`src/rtl/uart_rx_fifo.sv`:
```
// Receive-side FWFT buffer behind the UART RX FSM: detects end of frame from rx_flag,
// captures {parity_err, data} into a small FIFO and acknowledges with rx_flag_clr.
module uart_rx_fifo #(
    parameter int DATA_WIDTH = 8,
    parameter int DEPTH      = 8,
    parameter int ADDR_W     = $clog2(DEPTH)
) (
    input  logic                  clk,
    input  logic                  nrst,
    input  logic                  rx_flag,
    input  logic [DATA_WIDTH-1:0] rx_data,
    input  logic                  rx_parity_err,
    output logic                  rx_flag_clr,
    input  logic                  rd_en,
    output logic [DATA_WIDTH-1:0] rd_data,
    output logic                  rd_parity_err,
    output logic                  empty,
    output logic                  full,
    output logic [ADDR_W:0]       count,
    output logic                  overflow,
    input  logic                  ovf_clr
);

    // state   | meaning
    // S_WAIT  | idle, waiting for rx_flag to rise
    // S_ARMED | frame in STOP, waiting for rx_flag to fall
    // S_WRITE | one cycle: push captured entry, pulse rx_flag_clr
    typedef enum logic [1:0] {
        S_WAIT  = 2'd0,
        S_ARMED = 2'd1,
        S_WRITE = 2'd2
    } state_t;

    state_t state_q, state_d;

    logic [DATA_WIDTH:0]   hold_q, hold_d;
    logic [ADDR_W-1:0]     wr_ptr_q, wr_ptr_d;
    logic [ADDR_W-1:0]     rd_ptr_q, rd_ptr_d;
    logic [ADDR_W:0]       count_q, count_d;
    logic                  ovf_q, ovf_d;
    logic [DATA_WIDTH:0]   mem_q [DEPTH];
    logic [DATA_WIDTH:0]   head;

    logic in_write;
    logic wr_en;
    logic pop;
    logic drop;

    always_ff @(posedge clk or negedge nrst) begin
        if (!nrst) begin
            state_q <= S_WAIT;
        end else begin
            state_q <= state_d;
        end
    end

    always_comb begin
        state_d = state_q;
        case (state_q)
            S_WAIT:  if (rx_flag)  state_d = S_ARMED;
            S_ARMED: if (!rx_flag) state_d = S_WRITE;
            S_WRITE: state_d = S_WAIT;
            default: state_d = S_WAIT;
        endcase
    end

    always_comb begin
        in_write    = (state_q == S_WRITE);
        rx_flag_clr = in_write;
    end

    assign empty = (count_q == '0);
    assign full  = (count_q == (ADDR_W+1)'(DEPTH));
    assign pop   = rd_en && !empty;
    // A pop in the same cycle frees the slot, so a full FIFO can still accept.
    assign wr_en = in_write && (!full || rd_en);
    assign drop  = in_write && full && !rd_en;

    // Keep sampling the datapath while ARMED so the last copy is the one taken
    // on the edge that sees rx_flag low; rx_data may change during WRITE.
    always_comb begin
        hold_d   = hold_q;
        wr_ptr_d = wr_ptr_q;
        rd_ptr_d = rd_ptr_q;
        count_d  = count_q;
        ovf_d    = ovf_q;
        if (state_q == S_ARMED) begin
            hold_d = {rx_parity_err, rx_data};
        end
        if (wr_en) begin
            wr_ptr_d = wr_ptr_q + ADDR_W'(1);
        end
        if (pop) begin
            rd_ptr_d = rd_ptr_q + ADDR_W'(1);
        end
        if (wr_en && !pop) begin
            count_d = count_q + (ADDR_W+1)'(1);
        end else if (pop && !wr_en) begin
            count_d = count_q - (ADDR_W+1)'(1);
        end
        if (drop) begin
            ovf_d = 1'b1;
        end else if (ovf_clr) begin
            ovf_d = 1'b0;
        end
    end

    always_ff @(posedge clk or negedge nrst) begin
        if (!nrst) begin
            hold_q   <= '0;
            wr_ptr_q <= '0;
            rd_ptr_q <= '0;
            count_q  <= '0;
            ovf_q    <= 1'b0;
        end else begin
            hold_q   <= hold_d;
            wr_ptr_q <= wr_ptr_d;
            rd_ptr_q <= rd_ptr_d;
            count_q  <= count_d;
            ovf_q    <= ovf_d;
        end
    end

    always_ff @(posedge clk) begin
        if (wr_en) begin
            mem_q[wr_ptr_q] <= hold_q;
        end
    end

    assign head          = mem_q[rd_ptr_q];
    assign rd_data       = empty ? '0 : head[DATA_WIDTH-1:0];
    assign rd_parity_err = empty ? 1'b0 : head[DATA_WIDTH];
    assign count         = count_q;
    assign overflow      = ovf_q;

endmodule

```
`config.mk`:
```
export PLATFORM = sky130hd
export DESIGN_NAME = uart_rx_fifo
export DESIGN_NICKNAME = d
export VERILOG_FILES = /design/src/rtl/uart_rx_fifo.sv
export SDC_FILE = /design/constraint.sdc
export NUM_CORES = 1
export LEC_CHECK = 0
export ABC_CLOCK_PERIOD_IN_PS = 2550
export BUFFER_PORTS_ARGS = -buffer_cell sky130_fd_sc_hd__buf_4
export CORE_MARGIN = 4
export CORE_UTILIZATION = 40
export CTS_CLUSTER_SIZE = 30
export DETAILED_ROUTE_END_ITERATION = 8
export GPL_ROUTABILITY_DRIVEN = 0
export SKIP_LAST_GASP = 1
export SLEW_MARGIN = 20
export SYNTH_ARGS = -nofsm -noshare
export SYNTH_HDL_FRONTEND = slang
export SYNTH_SLANG_ARGS = --single-unit
```
`constraint.sdc`:
```
create_clock -name clk -period 2.55 [get_ports clk]
set_input_delay 0.3825 -clock clk [delete_from_list [all_inputs] [get_ports clk]]
set_output_delay 0.3825 -clock clk [all_outputs]
set_load 0.005 [all_outputs]
```
### Word level (Yosys, flattened, before mapping)

Memories as Yosys holds them, arrays and structs flattened.
Index checks and enable logic that the tools add are counted.

* memories kept: 1
* RAM bits: 72
* flip-flop bits (word level): 22

* multiplexer cells: 11
* reductions and logical operators: 17
* equal/unequal tests: 5
* add/sub/neg operators: 4

Memories
* mem_q: depth 8, bits a word 9, rd ports 1, clocked after memory_dff 0, wr ports 1, RTL line 41 `logic [DATA_WIDTH:0] mem_q [DEPTH];`

Operators by type and width (count)
* two-way mux 4 bit: 2
* two-way mux 8 bit: 1
* adder 3 x 1 -> 3 bit (second input constant): 2
* logical AND 1 bit: 6
* logical NOT 1 bit: 5
* two-way mux 1 bit: 5
* adder 4 x 1 -> 4 bit (second input constant): 1
* == test 4 bit (second input constant): 1
* logical NOT 4 bit: 1
* two-way mux 2 bit: 2
* != test 2 bit (second input constant): 2
* one-hot mux 2 bit (2 select lines): 1
* nonzero test 2 bit: 2
* subtractor 4 x 1 -> 4 bit (second input constant): 1
* == test 2 x 1 -> 1 bit (second input constant): 1
* == test 2 bit (second input constant): 1
* logical NOT 2 bit: 1
* AND reduction 2 bit: 1
* logical OR 1 bit: 1

### Longest topological paths before layout

* depth in word-level cells: 8
* depth in mapped cells: 10

### Worst setup path after synthesis

OpenSTA, ideal clock, no wires.

* kind: register to register
* start: reg count_q[0], in the netlist count[0]
* end: reg count_q[3], in the netlist count[3]
* setup time: 0.131 ns
* data required time: 2.419 ns
* buffers on the path: 1
* data arrival time: 2.592 ns
* setup slack: -0.173 ns
* clock period less this slack: 2.723 ns
* cell stages (with the launch flop): 11
* cells stage by stage: dfrtp_1 -> or4b_1 -> buf_2 -> o21ai_4 -> inv_1 -> ha_1 -> inv_1 -> ha_1 -> or4_1 -> o211ai_1 -> o211ai_1

* longest elaborated chain between the ends: 7
* elaborated cells between the ends (all ways): 16
* classes of those cells: add/sub (2); eq/ne (1); mux (2); reduce/logical (11)

RTL lines
* start: declaration: RTL line 39 `logic [ADDR_W:0] count_q, count_d;`
* start signal: assignment: RTL line 119 `count_q <= count_d;`
* == test 4 bit (*): RTL line 73 `assign full = (count_q == (ADDR_W+1)'(DEPTH));`
* logical NOT 1 bit (*): RTL line 76 `assign wr_en = in_write && (!full || rd_en);`
* logical OR 1 bit (*): RTL line 76
* logical AND 1 bit (*): RTL line 76
* named net wr_en: RTL line 45 `logic wr_en;`
* logical NOT 1 bit: RTL line 98 `end else if (pop && !wr_en) begin`
* logical AND 1 bit: RTL line 98
* nonzero test 2 bit (no source line)

Mark *: on every way through the listed nets, which the timed path passes. The rest lies on a longest branch. The select of a mux whose other input is x is not followed.
A chain may end at the register's enable or synchronous reset.

### Worst setup path after layout

Same ends and word-level chain as after synthesis.

==> flow_metrics.py <==
metrics = {
    "run_status": {
        "outcome": "completed",
    },
    "global_route": {
        "grt_start_max_net_pins": 23,
        "grt_pass1_vias": 2004,
        "grt_pass1_wl_mm": 11.1,
        "antenna_found_initial": 0,
        "overflow": 0,
        "grt_usage": 0.134,
    },
    "setup_path": {
        "cp-end-kind": "flip-flop",
        "required_ns": 2.78,
        "worstSetupPathType": "flip-flop to flip-flop",
        "crit_fanout": 6,
        "arrival_ns": 2.71,
        "cp-start-kind": "flip-flop",
        "reg2reg_slack_ns": 0.07,
    },
    "synth": {
        "syn_area_um2": 3790,
        "syn_inst": 200,
        "syn-num-nets": 220,
        "netlist.area_leader.share": 0.571,
        "synth_area_per_cell_um2": 18.9,
        "async_flop_share": 0.234,
        "synth-seq-area-share": 0.716,
        "synth_edf_count": 72,
        "synth_common_cells": "edfxtp_1, dfrtp_1, mux4_2",
        "synth_seq_cells": 94,
        "yosys.cell_types.count": 33,
        "synth.most_common_cell": "edfxtp_1",
        "synth_ff_type": "edfxtp_1",
        "synth-warning-count": 0,
        "yosys-top-cells-area": "edfxtp_1, dfrtp_1, mux4_2, mux2_2, a22o_1",
        "yosysTopAreaCell": "edfxtp_1",
    },
    "detailed_routing": {
        "drtPass1Iterations": 4,
        "wl_met1_mm": 3.13,
        "drtIter0Drc": 82,
        "routed.top_layer": "met4",
        "route.detailed.drc": 0,
        "wl_mm": 6.92,
        "post_drt_via_cell_ratio": 4.95,
        "ant_nets": 0,
        "post_drt_wl_per_cell_um": 18.0,
        "wl_met2_mm": 3.51,
        "via_count": 1906,
        "wl_met3_um": 231,
    },
    "timing": {
        "setup_viol": 0,
        "grt_setup_unrepaired": "yes",
        "finalMaxSlewViolations": 0,
        "hold_viol_final": 0,
        "tns_ns": 0,
        "period_share": 0.971,
        "fmax_mhz": 404,
        "max_slew_margin": 0.455,
        "tightest_slew_ns": 0.810,
        "fin_crit_ns": 2.48,
        "final.setup_skew_ns": 0.00987,
        "timing.final.ws_setup_ns": 0.0742,
    },
    "final_layout": {
        "fin_cells": 385,
        "diodes": 0,
        "multi_input_area_um2": 1040,
        "fin_nets": 271,
        "fin_util": 0.489,
        "fillers": 791,
        "area_growth_pct": 19.2,
        "regArea_um2": 2720,
        "drive_above_1_share": 0.406,
    },
    "floorplanning": {
        "fp.coreArea_um2": 9240,
        "io_pins": 31,
        "dieArea_um2": 11100,
        "die_h_um": 105,
        "core.rowCount": 35,
        "fp.dieW_um": 105,
        "start_util": 0.410,
    },
    "clocking": {
        "path_clk_slew_ns": 0.09,
        "cts_root_buf": "clkbuf_8",
        "htreeDepth": 3,
        "cts_max_path_buffers": 2,
        "clock_latency_ns": 0.35,
        "cts.sinks": 94,
        "cts_tree": "done",
        "cts-buffers-inserted": 9,
    },
    "pwr": {
        "irDropWorstVdd_v": 0.000427,
        "power.density_nw_per_um2": 1010,
        "p_leak_nw": 1.62,
        "power_mw": 4.57,
    },
    "worst_hold_path": {
        "hold_path.class": "input pin to flip-flop",
    },
    "place": {
        "dpl_worst_slack_ns": 0.0334,
        "post-dp-hpwl_mm": 4.56,
        "port_buffers": 30,
        "place_inst": 368,
    },
    "flow_run": {
        "drv_cap": 0,
    },
}
-- kinds of logic after synthesis --
| group | after synthesis | synth area share |
|---|---|---|
| buf+inv | 14 | 0.0162 |
| simple gates | 30 | 0.0433 |
| flops | 94 | 0.716 |
| xor+xnor | 6 | 0.0139 |
| fa+ha+maj | 6 | 0.0218 |
| compound gates | 19 | 0.0423 |
| mux | 31 | 0.146 |
-- power breakdown --
| part | internal, mW | switching (mW) | leakage [nW] |
|---|---|---|---|
| Sequential | 1.85 | 0.162 | 0.909 |
| Clock | 0.475 | 0.530 | 0.104 |
| Combinational | 0.875 | 0.678 | 0.609 |
-- flip-flops by register name, summed over array words and instances (netlist names) --
register and count:
count 4, overflow 1, state_q 2, wr_ptr_q 3, hold_q 9, rd_ptr_q 3, mem_q 72
-- routing by layer --
metal  global-route usage  vias up
met5                    0        -
met4               0.0337        0
met3               0.0367        2
met2                0.215       37
met1                0.183      972
li1                     -      895
-- final timing paths --
path,from,endpoint,depth (start not counted)
setup / recovery,count[0],count[3],9
hold / removal,rx_flag,state_q[1],2
setup reg to reg,count[0],count[3],9
hold reg to reg,state_q[1],state_q[0],1
max in group asynchronous,nrst,count[0],2
min in group asynchronous,nrst,hold_q[5],2
-- repair_timing --
item | CTS | global route
setup buffers | 0 | 0
hold endpoints to repair | 22 | 0
hold buffers | 1 | 0
resized for setup | 0 | 3
endpoints found under the setup margin | 0 | 10
-- per-stage QoR --
| step | hold slack [ns] | area, um2 |
|---|---|---|
| global placement | 0.304 | 4290 |
| detailed placement | 0.302 | 4290 |
| global route | 0.160 | 4520 |
| finish | 0.171 | 4520 |
| CTS | 0.153 | 4510 |
| floorplan | 0.0869 | 3800 |
-- area by class of cell --
| cell class | count | share of cell area |
|---|---|---|
| Sequential cell | 94 | 0.601 |
| Multi-Input combinational cell | 92 | 0.230 |
| Timing Repair Buffer | 49 | 0.0820 |
| Tap cell | 129 | 0.0357 |
| Clock buffer | 9 | 0.0274 |
| Clock inverter | 7 | 0.0191 |
| Inverter | 5 | 0.00416 |
-- critical path, cell delays in order (launching register included) --
cell and delay (ns):
dfrtp_2 0.44, or4b_4 0.54, o21ai_4 0.16, inv_1 0.06
ha_2 0.21, inv_2 0.11, ha_4 0.22, or4_1 0.41
o211ai_1 0.11, o211ai_1 0.09
-- layout by cell type (no fill, tap or decap), types with 2 or more instances in the layout --
cell type  synthesis  final
nor2_1             6      6
clkbuf_8           0      9
inv_8              0      2
dfrtp_2            0      2
mux2_2            11     11
o211ai_1           4      4
xnor2_1            6      6
ha_1               5      3
nand3_1            3      3
nor3_1             5      5
inv_6              0      2
edfxtp_1          72     72
dfrtp_1           22     20
a22o_1            10     10
nor2b_1            2      2
nand2b_1           3      3
a21oi_1            2      2
nand2_1            4      4
mux4_2            18     18
inv_1              5      4
buf_4              1     48
Power figures use the tool's default switching activity.
